--- src/rtl/i2s_pkg.sv ---
// Shared constants, state type and slot helper for the I2S microphone receiver.
package i2s_pkg;

  localparam int SAMPLE_W   = 18;
  localparam int SLOT_BITS  = 32;
  localparam int FRAME_BITS = 64;
  localparam int BIT_CNT_W  = $clog2(FRAME_BITS);

  typedef enum logic [1:0] {
    IDLE   = 2'd0,
    WARMUP = 2'd1,
    RUN    = 2'd2
  } rx_state_t;

  // First bit position of the slot for a channel (0 = left, 1 = right).
  function automatic logic [BIT_CNT_W-1:0] slot_base(input int channel);
    return (channel != 0) ? BIT_CNT_W'(SLOT_BITS) : '0;
  endfunction

endpackage

--- src/rtl/i2s_mic_rx_if.sv ---
// Pad and sample-side signals of one I2S microphone receiver.
interface i2s_mic_rx_if;

  logic                            en;
  logic                            i2s_sd;
  logic                            i2s_bclk;
  logic                            i2s_ws;
  logic [i2s_pkg::SAMPLE_W-1:0]    data;
  logic                            data_rdy;
  logic                            running;

  // master: the receiver itself; slave: whoever drives en/sd and consumes samples
  modport master (
    input  en, i2s_sd,
    output i2s_bclk, i2s_ws, data, data_rdy, running
  );

  modport slave (
    output en, i2s_sd,
    input  i2s_bclk, i2s_ws, data, data_rdy, running
  );

endinterface

--- src/rtl/i2s_clock_gen.sv ---
// I2S bit clock / word select generator with rise/fall strobes and bit position.
module i2s_clock_gen import i2s_pkg::*; #(
  parameter int CLK_DIV = 16
) (
  input  logic                 clock,
  input  logic                 reset_n,
  input  logic                 en_clk,
  output logic                 i2s_bclk,
  output logic                 i2s_ws,
  output logic                 bclk_rise,
  output logic                 bclk_fall,
  output logic [BIT_CNT_W-1:0] bit_cnt
);

  localparam int DIV_W = (CLK_DIV > 1) ? $clog2(CLK_DIV) : 1;
  localparam logic [DIV_W-1:0] DIV_LAST = DIV_W'(CLK_DIV - 1);

  logic [DIV_W-1:0]     div_cnt;
  logic [BIT_CNT_W-1:0] bit_cnt_nxt;

  assign bit_cnt_nxt = bit_cnt + 1'b1;

  // Strobes are registered alongside the bclk toggle, so they are high in the
  // first cycle the new bclk level is visible; bit_cnt advances with the fall.
  always_ff @(posedge clock or negedge reset_n) begin
    if (!reset_n) begin
      div_cnt   <= '0;
      i2s_bclk  <= 1'b0;
      i2s_ws    <= 1'b0;
      bclk_rise <= 1'b0;
      bclk_fall <= 1'b0;
      bit_cnt   <= '0;
    end else if (!en_clk) begin
      div_cnt   <= '0;
      i2s_bclk  <= 1'b0;
      i2s_ws    <= 1'b0;
      bclk_rise <= 1'b0;
      bclk_fall <= 1'b0;
      bit_cnt   <= '0;
    end else begin
      bclk_rise <= 1'b0;
      bclk_fall <= 1'b0;
      if (div_cnt == DIV_LAST) begin
        div_cnt  <= '0;
        i2s_bclk <= ~i2s_bclk;
        if (i2s_bclk) begin
          bclk_fall <= 1'b1;
          bit_cnt   <= bit_cnt_nxt;
          i2s_ws    <= bit_cnt_nxt[BIT_CNT_W-1];
        end else begin
          bclk_rise <= 1'b1;
        end
      end else begin
        div_cnt <= div_cnt + 1'b1;
      end
    end
  end

endmodule

--- src/rtl/i2s_mic_rx.sv ---
// I2S master receiver for one 18-bit MEMS microphone: clocks the mic, discards
// start-up frames, then publishes the selected slot once per frame.
//   state  | meaning
//   IDLE   | bclk/ws parked low, counters cleared, waiting for en
//   WARMUP | clocks running, frames counted, samples not published
//   RUN    | clocks running, each completed slot word published
module i2s_mic_rx import i2s_pkg::*; #(
  parameter int CLK_DIV       = 16,
  parameter int CHANNEL       = 0,
  parameter int WARMUP_FRAMES = 1024
) (
  input  logic             clock,
  input  logic             reset_n,
  i2s_mic_rx_if.master     mic
);

  localparam int FRAME_CNT_W = (WARMUP_FRAMES > 0) ? $clog2(WARMUP_FRAMES + 1) : 1;
  localparam logic [FRAME_CNT_W-1:0] FRAME_TARGET = FRAME_CNT_W'(WARMUP_FRAMES);
  localparam logic [BIT_CNT_W-1:0]   SLOT_FIRST   = slot_base(CHANNEL) + 1'b1;
  localparam logic [BIT_CNT_W-1:0]   SLOT_LAST    = slot_base(CHANNEL) + BIT_CNT_W'(SAMPLE_W);

  rx_state_t               state;
  logic                    sd_meta;
  logic                    sd_sync;
  logic [SAMPLE_W-1:0]     shift;
  logic [SAMPLE_W-1:0]     shift_nxt;
  logic [FRAME_CNT_W-1:0]  frame_cnt;
  logic [FRAME_CNT_W-1:0]  frame_cnt_inc;
  logic [SAMPLE_W-1:0]     data_q;
  logic                    data_rdy_q;
  logic                    running_q;

  logic                    en_clk;
  logic                    bclk_rise;
  logic                    bclk_fall;
  logic [BIT_CNT_W-1:0]    bit_cnt;
  logic                    in_slot;
  logic                    slot_done;
  logic                    frame_wrap;

  // Gating with en as well stops bclk/ws on the same edge the FSM drops to IDLE.
  assign en_clk = mic.en && (state != IDLE);

  i2s_clock_gen #(
    .CLK_DIV (CLK_DIV)
  ) u_clock_gen (
    .clock     (clock),
    .reset_n   (reset_n),
    .en_clk    (en_clk),
    .i2s_bclk  (mic.i2s_bclk),
    .i2s_ws    (mic.i2s_ws),
    .bclk_rise (bclk_rise),
    .bclk_fall (bclk_fall),
    .bit_cnt   (bit_cnt)
  );

  always_ff @(posedge clock or negedge reset_n) begin
    if (!reset_n) begin
      sd_meta <= 1'b0;
      sd_sync <= 1'b0;
    end else begin
      sd_meta <= mic.i2s_sd;
      sd_sync <= sd_meta;
    end
  end

  assign in_slot       = bclk_rise && (bit_cnt >= SLOT_FIRST) && (bit_cnt <= SLOT_LAST);
  assign slot_done     = bclk_rise && (bit_cnt == SLOT_LAST);
  // bit_cnt has already advanced when the fall strobe is seen, so a wrap reads as 0.
  assign frame_wrap    = bclk_fall && (bit_cnt == '0);
  assign shift_nxt     = {shift[SAMPLE_W-2:0], sd_sync};
  assign frame_cnt_inc = (frame_cnt == FRAME_TARGET) ? frame_cnt : frame_cnt + 1'b1;

  always_ff @(posedge clock or negedge reset_n) begin
    if (!reset_n) begin
      state      <= IDLE;
      shift      <= '0;
      frame_cnt  <= '0;
      data_q     <= '0;
      data_rdy_q <= 1'b0;
      running_q  <= 1'b0;
    end else begin
      data_rdy_q <= 1'b0;
      case (state)
        IDLE: begin
          shift     <= '0;
          frame_cnt <= '0;
          running_q <= 1'b0;
          if (mic.en) begin
            if (WARMUP_FRAMES == 0) begin
              state     <= RUN;
              running_q <= 1'b1;
            end else begin
              state <= WARMUP;
            end
          end
        end
        WARMUP: begin
          if (!mic.en) begin
            state <= IDLE;
            shift <= '0;
          end else begin
            if (in_slot) shift <= shift_nxt;
            if (frame_wrap) begin
              frame_cnt <= frame_cnt_inc;
              if (frame_cnt_inc == FRAME_TARGET) begin
                state     <= RUN;
                running_q <= 1'b1;
              end
            end
          end
        end
        RUN: begin
          if (!mic.en) begin
            state     <= IDLE;
            running_q <= 1'b0;
            shift     <= '0;
          end else begin
            if (in_slot) shift <= shift_nxt;
            if (slot_done) begin
              data_q     <= shift_nxt;
              data_rdy_q <= 1'b1;
            end
          end
        end
        default: begin
          state     <= IDLE;
          running_q <= 1'b0;
        end
      endcase
    end
  end

  assign mic.data     = data_q;
  assign mic.data_rdy = data_rdy_q;
  assign mic.running  = running_q;

endmodule

--- src/flat_wrapper.sv ---
// flat-port wrapper written by rule: the top's interface ports become plain ports
module i2s_mic_rx_flat import i2s_pkg::*;
#(
  parameter int CLK_DIV       = 16,
  parameter int CHANNEL       = 0,
  parameter int WARMUP_FRAMES = 1024
)
  (clock, reset_n, mic_en, mic_i2s_sd, mic_i2s_bclk, mic_i2s_ws, mic_data, mic_data_rdy, mic_running);
  i2s_mic_rx_if mic_i ();
  input  logic clock;
  input  logic reset_n;
  input wire logic [$bits(mic_i.en)-1:0] mic_en;
  input wire logic [$bits(mic_i.i2s_sd)-1:0] mic_i2s_sd;
  output wire logic [$bits(mic_i.i2s_bclk)-1:0] mic_i2s_bclk;
  output wire logic [$bits(mic_i.i2s_ws)-1:0] mic_i2s_ws;
  output wire logic [$bits(mic_i.data)-1:0] mic_data;
  output wire logic [$bits(mic_i.data_rdy)-1:0] mic_data_rdy;
  output wire logic [$bits(mic_i.running)-1:0] mic_running;
  assign mic_i.en = mic_en;
  assign mic_i.i2s_sd = mic_i2s_sd;
  assign mic_i2s_bclk = mic_i.i2s_bclk;
  assign mic_i2s_ws = mic_i.i2s_ws;
  assign mic_data = mic_i.data;
  assign mic_data_rdy = mic_i.data_rdy;
  assign mic_running = mic_i.running;
  i2s_mic_rx #(.CLK_DIV(CLK_DIV), .CHANNEL(CHANNEL), .WARMUP_FRAMES(WARMUP_FRAMES)) u_core (.clock(clock), .reset_n(reset_n), .mic(mic_i));
endmodule
--- config.mk ---
export PLATFORM = sky130hd
export DESIGN_NAME = i2s_mic_rx_flat
export DESIGN_NICKNAME = d
export VERILOG_FILES = /design/src/rtl/i2s_pkg.sv /design/src/rtl/i2s_mic_rx_if.sv /design/src/rtl/i2s_clock_gen.sv /design/src/rtl/i2s_mic_rx.sv /design/src/flat_wrapper.sv
export SDC_FILE = /design/constraint.sdc
export NUM_CORES = 1
export LEC_CHECK = 0
export CAP_MARGIN = 20
export CORE_MARGIN = 5
export CORE_UTILIZATION = 50
export CTS_CLUSTER_SIZE = 25
export DETAILED_ROUTE_END_ITERATION = 7
export HOLD_SLACK_MARGIN = 0.08
export MAX_ROUTING_LAYER = met4
export PLACE_DENSITY = 0.71
export SYNTH_ARGS = -nofsm -noshare
export SYNTH_HDL_FRONTEND = slang
export SYNTH_SLANG_ARGS = --single-unit
--- constraint.sdc ---
create_clock -name clock -period 3 [get_ports clock]
set_input_delay 0.6 -clock clock [delete_from_list [all_inputs] [get_ports clock]]
set_output_delay 0.6 -clock clock [all_outputs]
set_load 0.005 [all_outputs]
==> flow_summary.yaml, run 1 <==
critical_path:
  r2r_start: "u_core.frame_cnt[0]"
  crit_path_end_kind: "flop"
  cp_slowest_cell: "sky130_fd_sc_hd__or4_1"
  cp_max_fo: 8
  type_of_origin_of_the_critical_path: "flop"
  timing.critical_path.slowest_cell_delay_ns: 0.52
  path_cells: "inv_1, ha_1, nor4b_2, nand4_1, mux2i_1, nand3_1, or4_1, a31o_1"
  worstRegToRegCells: 8
  worst_reg2reg_path_endpoint: "u_core.state[0]"
  reg2reg_setup_slack_ns: 0.60
  timing.critical_path.required_ns: 3.24
  critical_path_arrival_ns: 2.64
  timing_worst_setup_path_type: "flop to flop"
global_route:
  antenna_found_initial: 0
  maximum_number_of_pins_on_one_net_before_global_route_repair: 38
  track_usage: 0.1753
  first_global_vias: 2414
  grt_first_pass_wirelength_um: 11350
  grt_overflow: 0
power:
  worst_ir_drop_vdd_mv: 0.3045
  finalPower_uw: 2009
  power.density_cell_area_nw_per_um2: 540.0
  cellLeakagePower_uw: 0.001659
timing:
  fmax_ghz: 0.4163
  timing.final.max_slew_violations: 0
  report.final.hold_viol_count: 0
  slew-limit-headroom: 0.5408
  post-route-min-period_ns: 2.402
  setup_repair_after_global_routing_missed_its_margin: "false"
  final.setup_skew_ns: 0.007164
  setup_violations: 0
  worst_pin_slew_ns: 0.6857
  totalNegativeSetupSlack_ns: 0
  final.period_utilization: 0.8008
job:
  max_cap_viol_count: 0
synthesis:
  synth.ff_latch_count: 65
  post_synthesis_cells: 343
  synth-main-ff-cell: "sky130_fd_sc_hd__dfrtp_1"
  synth_edf_count: 0
  synth-async-reset-ratio: 1.000
  synth_sequential_area_ratio: 0.5100
  synth-warning-count: 0
  syn-num-nets: 359
  synth.distinct_cells: 49
  syn_area_um2: 3189
  syn_area_per_cell_um2: 9.298
place:
  dp_hpwl_um: 4162
  gpl.final_weighted_congestion: 0.8375
  portBuffers: 25
route:
  avgViaCountPerCell: 5.471
  route.final.wire_length_um: 6394
  via_count: 2451
  drt.antenna.violating_nets: 0
  drt_pass1_iterations: 4
  drt-initial-drc-count: 106
  drc: 0
  wl_per_cell_um: 14.27
worst_hold_path:
  hold_path_class: "primary input to asynchronous set/reset pin"
final_layout:
  final_layout_size_suffix_gt1_frac: 0.07278
  final_net_count: 382
  n_antenna_cell: 0
  final_cell_mix: "sky130_fd_sc_hd__dfrtp_1 (65), sky130_fd_sc_hd__nand2_1 (60), sky130_fd_sc_hd__inv_1 (26)"
  areaGrowthSynthToFinish_pct: 16.63
  layout_commonest_cell: "sky130_fd_sc_hd__dfrtp_1"
clocking:
  cts_buffer_depth: 2
  cts_tree: "built"
  post_cts_resized: 0
  total_cts_buffers: 9
  cts_hold_repair.buffers: 0
  post_cts.repair.setup_buffers: 0
  clock_insertion_delay_worst_skew_ns: 0.35
  clock_slew_at_the_register_clock_pins_of_the_worst_setup_and_hold_paths_ns: 0.07
  cts_root_buf: "sky130_fd_sc_hd__clkbuf_8"
  cts_num_sinks: 65
  cts_htree_levels: 3
floorplanning:
  fp.dieArea_um2: 8076
  rows: 29
  chipWidth_um: 89.87
  die_height_um: 89.87
  design.portCount: 26
  placeable_core_region_um2: 6277
  floorplan.initialDensity: 0.5081
outcome:
  run_status: "complete, no violations"
layer usage:
| layer | GRT usage | part of all wire |
|---|---|---|
| met1 | 0.2360 | 0.51 |
| met2 | 0.2518 | 0.44 |
| met3 | 0.05259 | 0.035 |
| met4 | 0.06328 | 0.016 |
| met5 | - | 0 |
per-stage QoR:
stage | area (um^2) | utilization | hold slack (ns) | instances | setup WS [ns]
3_3_place_gp | 3500 | 0.5575 | 0.3415 | 432 | 0.6495
5_1_grt | 3720 | 0.5926 | 0.3408 | 448 | 0.3797
3_5_place_dp | 3500 | 0.5575 | 0.3537 | 432 | 0.6162
6_report | 3720 | 0.5926 | 0.2893 | 448 | 0.5976
2_1_floorplan | 3189 | - | 0.3044 | 343 | 0.8515
4_1_cts | 3720 | 0.5926 | 0.3074 | 448 | 0.5845
cell type report:
class	count	area, um^2
Timing Repair Buffer	30	295.3
Clock buffer	11	141.4
Tap cell	77	96.34
Sequential cell	65	1627
Clock inverter	5	78.83
Inverter	26	97.59
Fill cell	550	2557
Multi-Input combinational cell	234	1384
state kept, by name (all words and copies together), names as in the netlist, 2 cells and up:
name / count
u_core.mic.data: 18
u_core.shift: 17
u_core.frame_cnt: 11
u_core.u_clock_gen.bit_cnt: 5
u_core.u_clock_gen.div_cnt: 4
u_core.state: 2
report_power, final:
group	leakage [uW]	total, uW	switching [uW]	internal, uW
combinational	0.000645	268	186	81.8
sequential	0.000901	914	18.7	895
clock	0.000113	827	337	489
total	0.00166	2010	543	1470
worst max path at each step:
stage / from / endpoint / slack, ns / cells after the start
final: u_core.frame_cnt[0] / u_core.state[0] / 0.60 / 8
after global routing: u_core.frame_cnt[0] / u_core.state[0] / 0.38 / 7
after CTS: u_core.frame_cnt[0] / u_core.state[0] / 0.58 / 8
after detailed placement: mic_en / u_core.u_clock_gen.i2s_ws / 0.62 / 8
after global placement: u_core.frame_cnt[0] / u_core.state[0] / 0.65 / 8
after floorplan: u_core.frame_cnt[0] / u_core.state[0] / 0.85 / 7
synth_stat cells (2+ instances only):
cell type,number,area share
sky130_fd_sc_hd__a21oi_1,4,0.0063
sky130_fd_sc_hd__a22oi_1,2,0.0047
sky130_fd_sc_hd__a31oi_1,4,0.0078
sky130_fd_sc_hd__and3_1,5,0.0098
sky130_fd_sc_hd__and4_1,2,0.0055
sky130_fd_sc_hd__buf_1,2,0.0024
sky130_fd_sc_hd__buf_4,3,0.0071
sky130_fd_sc_hd__clkbuf_1,11,0.013
sky130_fd_sc_hd__dfrtp_1,65,0.51
sky130_fd_sc_hd__ha_1,12,0.047
sky130_fd_sc_hd__inv_1,26,0.031
sky130_fd_sc_hd__mux2i_1,2,0.0063
sky130_fd_sc_hd__nand2_1,60,0.071
sky130_fd_sc_hd__nand2b_1,2,0.0039
sky130_fd_sc_hd__nand3_1,13,0.020
sky130_fd_sc_hd__nand3b_1,4,0.0094
sky130_fd_sc_hd__nand4_1,21,0.041
sky130_fd_sc_hd__nor2_1,20,0.024
sky130_fd_sc_hd__nor2b_1,4,0.0078
sky130_fd_sc_hd__nor3_1,4,0.0063
sky130_fd_sc_hd__o21ai_0,25,0.039
sky130_fd_sc_hd__o21ai_1,12,0.019
sky130_fd_sc_hd__o31ai_1,4,0.0094
sky130_fd_sc_hd__or4_1,2,0.0047
sky130_fd_sc_hd__xnor2_1,6,0.016
sky130_fd_sc_hd__xor2_1,5,0.014
critical path: cells and delay by family (launching register included):
family	cells	cell delay, ns
AND/OR/NAND/NOR	4	1.08
flip-flops	1	0.46
multiplexers	1	0.26
AO/OA/AOI/OAI	1	0.22
adder cells (fa/ha/maj)	1	0.16
buffers and inverters	1	0.11
kinds of logic (layout without fill, tap and decap cells):
family | Yosys count | after routing | synth area share
adder cells (fa/ha/maj) | 12 | 12 | 0.04708
multiplexers | 3 | 3 | 0.009808
buffers and inverters | 44 | 72 | 0.05806
AND/OR/NAND/NOR | 146 | 146 | 0.2291
flip-flops | 65 | 65 | 0.5100
XOR/XNOR | 11 | 11 | 0.03021
AO/OA/AOI/OAI | 62 | 62 | 0.1157
Power figures use the tool's default switching activity.
==> inputs of run 2 (changes only) <==
Settings changed: PLACE_DENSITY 0.71 to 0.74.
Clock period 3 ns to 2.05 ns, I/O delays scaled along.
==> run 2 against run 1 <==
The run now ends with setup timing left. Die area stayed put. Worst hold slack worse by 0.22 ns. Final cell count grew 7.1%. Sequential power is 47% higher. Via count up 8.1%. Sequential cell count did not move. Setup slack lost 0.81 ns. Power is 55% higher. Sequential share of layout area fell by 3.8 points. Critical path type unchanged. Clock power grew 56%. Utilization up 5.6 points. Fmax is 6.3% higher.
==> flow_summary.yaml, run 2 (same netlist as run 1, synthesis figures left out) <==
critical_path:
  timing.critical_path.slowest_cell_delay_ns: 0.55
  critical_path_arrival_ns: 2.49
  path_cells: "buf_4, ha_2, or2b_1, nand3b_1, mux2i_1, nand3_1, or4_1, a31o_1"
  crit_path_end_kind: "flop"
  timing_worst_setup_path_type: "flop to flop"
  worstRegToRegCells: 8
  reg2reg_setup_slack_ns: -0.21
  cp_slowest_cell: "sky130_fd_sc_hd__or4_1"
  critical_path.startpoint: "u_core.frame_cnt[0]"
  worst_reg2reg_path_endpoint: "u_core.state[0]"
  r2r_start: "u_core.frame_cnt[0]"
  type_of_origin_of_the_critical_path: "flop"
  cp-endpoint: "u_core.state[0]"
  cp_max_fo: 3
  timing.critical_path.required_ns: 2.28
global_route:
  grt_overflow: 0
  first_global_vias: 2643
  antenna_found_initial: 0
  grt_first_pass_wirelength_um: 11810
  maximum_number_of_pins_on_one_net_before_global_route_repair: 66
  track_usage: 0.1801
place:
  dp_hpwl_um: 4380
  portBuffers: 25
  gpl.final_weighted_congestion: 0.8854
  inst_count_dp: 455
clocking:
  cts_root_buf: "sky130_fd_sc_hd__clkbuf_8"
  cts_buffer_depth: 2
  cts_num_sinks: 65
  total_cts_buffers: 9
  clock_insertion_delay_worst_skew_ns: 0.34
  cts_htree_levels: 3
  cts_tree: "built"
  clock_slew_at_the_register_clock_pins_of_the_worst_setup_and_hold_paths_ns: 0.07
route:
  drt-initial-drc-count: 169
  drc: 0
  avgViaCountPerCell: 5.521
  via_count: 2650
  drt.antenna.violating_nets: 0
  drt_pass1_iterations: 6
  wl_per_cell_um: 13.89
  route.final.wire_length_um: 6668
outcome:
  violations: "setup timing"
  run_status: "complete, but fails checks"
power:
  power.density_cell_area_nw_per_um2: 764.0
  comb_power_share: 0.157
  worst_ir_drop_vdd_mv: 0.6602
  p_sw_uw: 800.3
  cellLeakagePower_uw: 0.001855
  seq_power_share: 0.430
  internal-power_uw: 2310
  power.clock.fraction: 0.413
  finalPower_uw: 3111
  sw_frac_of_total: 0.2573
final_layout:
  n_antenna_cell: 0
  layout_commonest_cell: "sky130_fd_sc_hd__dfrtp_1"
  num-fill-cells: 508
  final_net_count: 414
  areaGrowthSynthToFinish_pct: 27.66
  final_layout_size_suffix_gt1_frac: 0.1663
  final_cell_mix: "sky130_fd_sc_hd__dfrtp_1 (65), sky130_fd_sc_hd__nand2_1 (60), sky130_fd_sc_hd__buf_4 (33)"
  largest_register_ffs: 18
  instances_no_fill: 480
floorplanning:
  rows: 29
  design.portCount: 26
  die_height_um: 89.87
  chipWidth_um: 89.87
  floorplan.initialDensity: 0.5081
  placeable_core_region_um2: 6277
  fp.dieArea_um2: 8076
timing:
  setup_violations: 2
  report.final.hold_viol_count: 0
  slew-limit-headroom: 0.7199
  worst_pin_slew_ns: 0.4201
  fmax_ghz: 0.4424
  final.period_utilization: 1.103
  post-route-min-period_ns: 2.260
  setup_repair_after_global_routing_missed_its_margin: "true"
  final.setup_skew_ns: 0.009060
  finalWorstSetupSlack_ns: -0.2103
  timing.final.max_slew_violations: 0
worst_hold_path:
  hold_path_class: "primary input to asynchronous set/reset pin"
job:
  max_cap_viol_count: 0
-- run 2: cell types whose count changed in the layout (fill, tap and decap cells not counted), moves of 2 or more --
cell and delta:
sky130_fd_sc_hd__buf_4 +29, sky130_fd_sc_hd__ha_1 -2, sky130_fd_sc_hd__inv_2 +2, sky130_fd_sc_hd__inv_1 -2
sky130_fd_sc_hd__buf_12 +3
-- run 2: worst min-delay path by stage --
stage / startpoint / end / cells after the start
2_1_floorplan: reset_n / u_core.frame_cnt[0] / 0
3_3_place_gp: u_core.sd_meta / u_core.sd_sync / 0
3_5_place_dp: u_core.sd_meta / u_core.sd_sync / 0
4_1_cts: reset_n / u_core.u_clock_gen.div_cnt[3] / 2
5_1_grt: reset_n / u_core.frame_cnt[1] / 2
6_report: reset_n / u_core.u_clock_gen.div_cnt[3] / 2
-- run 2: power groups by stage --
| stage | Sequential, uW | Clock [uW] | Combinational (uW) |
|---|---|---|---|
| 2_1_floorplan | 1350 | 0 | 277 |
| 3_3_place_gp | 1360 | 0 | 456 |
| 3_5_place_dp | 1360 | 0 | 467 |
| 4_1_cts | 1340 | 1320 | 488 |
| 5_1_grt | 1340 | 1390 | 534 |
| 6_report | 1340 | 1290 | 487 |
-- run 2: area by class of cell --
class | instances | area (um^2) | area share
Clock inverter | 5 | 103.9 | 0.02551
Tap cell | 77 | 96.34 | 0.02366
Multi-Input combinational cell | 234 | 1443 | 0.3543
Timing Repair Buffer | 62 | 573.1 | 0.1408
Sequential cell | 65 | 1627 | 0.3995
Inverter | 26 | 97.59 | 0.02397
Clock buffer | 11 | 131.4 | 0.03227
-- run 2: stage by stage --
| stage | utilization | hold slack, ns | setup slack (ns) | TNS [ns] | area, um^2 |
|---|---|---|---|---|---|
| floorplan | - | 0.1144 | -0.07458 | -0.1114 | 3194 |
| global placement | 0.5918 | 0.3371 | -0.04926 | -0.07697 | 3715 |
| detailed placement | 0.5918 | 0.3395 | -0.1619 | -0.3212 | 3715 |
| CTS | 0.6446 | 0.08493 | -0.1282 | -0.2297 | 4046 |
| global route | 0.6486 | 0.09314 | -0.3200 | -0.7086 | 4071 |
| finish | 0.6486 | 0.07148 | -0.2103 | -0.3328 | 4071 |
-- run 2: per-layer routing --
metal  share of wire  wire, um  track usage  vias up
li1                -         -            -     1290
met5               0         0            -        -
met3           0.052       345      0.05760       18
met2            0.48      3192       0.2848       69
met1            0.45      3019       0.2243     1273
met4           0.017       111      0.04839        0
-- run 2: worst max-delay path, delay by kind of cell, from the launching register on --
| kind | cells | cell delay [ns] |
|---|---|---|
| buf+inv | 1 | 0.14 |
| mux | 1 | 0.21 |
| compound gates | 1 | 0.23 |
| fa+ha+maj | 1 | 0.19 |
| flops | 1 | 0.41 |
| simple gates | 4 | 0.97 |
-- run 2: what timing repair did --
item | 4_1_cts | 5_1_grt
hold buffers | 0 | 0
pin swaps | 5 | 8
endpoints found under the setup margin | 2 | 6
gates resized for setup | 8 | 4
endpoints found under the hold margin | 0 | 0
buffers inserted | 9 | 2
==> inputs of run 3 (changes only) <==
Settings changed: CORE_UTILIZATION 50 to 47, PLACE_DENSITY 0.74 to 0.7.
==> run 3 against run 2 <==
The run still ends with setup timing left. Sequential cell count unchanged. Critical endpoint unchanged. First-iteration DRC count down 30%. Non-clock buffer count down 4. Utilization down 5.0 points. Highest routed layer unchanged. Fmax up 2.8%. Die area up 5.7%. Via count down 3.1%.
==> flow_summary.yaml, run 3 (same netlist as run 1, synthesis figures left out) <==
global_route:
  first_global_vias: 2633
  maximum_number_of_pins_on_one_net_before_global_route_repair: 45
  grt_overflow: 0
  track_usage: 0.1783
  antenna_found_initial: 0
  grt_first_pass_wirelength_um: 11890
clocking:
  clock_slew_at_the_register_clock_pins_of_the_worst_setup_and_hold_paths_ns: 0.07
  cts_tree: "built"
  total_cts_buffers: 9
  clock_insertion_delay_worst_skew_ns: 0.34
  cts_root_buf: "sky130_fd_sc_hd__clkbuf_8"
  cts_buffer_depth: 2
  cts_num_sinks: 65
  post_cts.repair.setup_buffers: 0
  cts_htree_levels: 3
floorplanning:
  design.portCount: 26
  floorplan.initialDensity: 0.4773
  chipWidth_um: 92.38
  placeable_core_region_um2: 6681
  fp.dieArea_um2: 8533
  die_height_um: 92.38
  rows: 30
place:
  portBuffers: 25
  gpl.final_weighted_congestion: 0.8579
  dp_hpwl_um: 4584
worst_hold_path:
  worstHoldPathCells: 0
  hold_path_class: "flop to flop"
final_layout:
  final_cell_mix: "sky130_fd_sc_hd__dfrtp_1 (65), sky130_fd_sc_hd__nand2_1 (60), sky130_fd_sc_hd__buf_4 (29)"
  areaGrowthSynthToFinish_pct: 25.42
  largest_register_ffs: 18
  final_net_count: 410
  layout_commonest_cell: "sky130_fd_sc_hd__dfrtp_1"
  n_antenna_cell: 0
  postLayoutCoreUtil: 0.5987
  final_layout_size_suffix_gt1_frac: 0.1579
critical_path:
  timing.critical_path.required_ns: 2.28
  timing_worst_setup_path_type: "flop to flop"
  critical_path_arrival_ns: 2.42
  type_of_origin_of_the_critical_path: "flop"
  crit_path_end_kind: "flop"
  cp_max_fo: 4
  worstRegToRegCells: 8
outcome:
  violations: "setup timing"
  run_status: "complete, but fails checks"
timing:
  setup_violations: 2
  post-route-min-period_ns: 2.198
  finalWorstSetupSlack_ns: -0.1478
  worst_pin_slew_ns: 0.3680
  final.period_utilization: 1.072
  fmax_ghz: 0.4550
  timing.final.max_slew_violations: 0
  fin_hold_ws_ns: 0.3581
  setup_repair_after_global_routing_missed_its_margin: "true"
  slew-limit-headroom: 0.7546
  report.final.hold_viol_count: 0
  final.setup_skew_ns: 0.007173
route:
  via_count: 2568
  drt_pass1_iterations: 4
  drt.antenna.violating_nets: 0
  wl_per_cell_um: 14.26
  drt-initial-drc-count: 119
  avgViaCountPerCell: 5.361
  route.final.wire_length_um: 6829
  drc: 0
power:
  worst_ir_drop_vdd_mv: 0.4524
  cellLeakagePower_uw: 0.001827
  finalPower_uw: 2907
  power.density_cell_area_nw_per_um2: 726.8
job:
  max_cap_viol_count: 0
==> run 3: cell types whose count changed in the layout (fill, tap and decap cells not counted), sizes merged <==
cell	previous run	this run
dlygate4sd3	0	1
clkbuf	11	10
buf	38	33
clkinvlp	0	2
clkinv	2	3
bufinv	3	1
==> run 3: per-stage QoR <==
stage / std cells / setup TNS (ns) / area (um^2) / setup WS (ns)
2_1_floorplan: 343 / -0.1114 / 3194 / -0.07458
3_3_place_gp: 462 / -0.07967 / 3736 / -0.05223
3_5_place_dp: 462 / -0.1877 / 3736 / -0.1110
4_1_cts: 479 / -0.1876 / 3958 / -0.1120
5_1_grt: 479 / -0.6577 / 4000 / -0.2916
6_report: 479 / -0.2832 / 4000 / -0.1478
==> run 3: final cells by class <==
cell class | instances | area [um^2]
tap | 80 | 100.1
timing repair buffer | 58 | 533.0
clock buffer | 10 | 137.6
sequential | 65 | 1627
fill | 574 | 2681
clock inverter | 6 | 67.56
inverter | 26 | 97.59
multi-input combinational | 234 | 1438
==> run 3: where the power goes <==
group	switching, uW	internal (uW)
registers	30.2	1310
logic	288	180
clock network	504	596
==> run 3: path summary, 6_finish.rpt <==
check                                    start                  end  slack, ns
setup / recovery           u_core.frame_cnt[0]      u_core.state[0]      -0.15
hold / removal                  u_core.sd_meta       u_core.sd_sync       0.36
setup reg to reg           u_core.frame_cnt[0]      u_core.state[0]      -0.15
hold reg to reg                 u_core.sd_meta       u_core.sd_sync       0.36
max in group asynchronous              reset_n  u_core.frame_cnt[1]       1.17
min in group asynchronous              reset_n       u_core.sd_meta       0.62
==> run 3: what timing repair did <==
action	CTS	global route
endpoints found under the hold margin	44	0
setup endpoints to repair	2	3
hold buffers	1	0
gates resized for setup	2	8
pin swaps	3	5
==> run 3: layer usage <==
| metal | wire, um | GRT usage | up-vias | part of all wire |
|---|---|---|---|---|
| li1 | - | - | 1292 | - |
| met1 | 3100 | 0.2243 | 1230 | 0.45 |
| met2 | 3459 | 0.2834 | 39 | 0.51 |
| met3 | 202 | 0.04549 | 7 | 0.030 |
| met4 | 67 | 0.05693 | 0 | 0.0098 |
| met5 | 0 | - | - | 0 |
==> run 3: critical path, cell delays in order, from the launching register on <==
cell                      delay [ns]
sky130_fd_sc_hd__dfrtp_1        0.42
sky130_fd_sc_hd__inv_2          0.09
sky130_fd_sc_hd__ha_4           0.12
sky130_fd_sc_hd__nor4b_4        0.19
sky130_fd_sc_hd__nand4_1        0.17
sky130_fd_sc_hd__mux2i_1        0.21
sky130_fd_sc_hd__nand3_1        0.15
sky130_fd_sc_hd__or4_1          0.52
sky130_fd_sc_hd__a31o_1         0.22
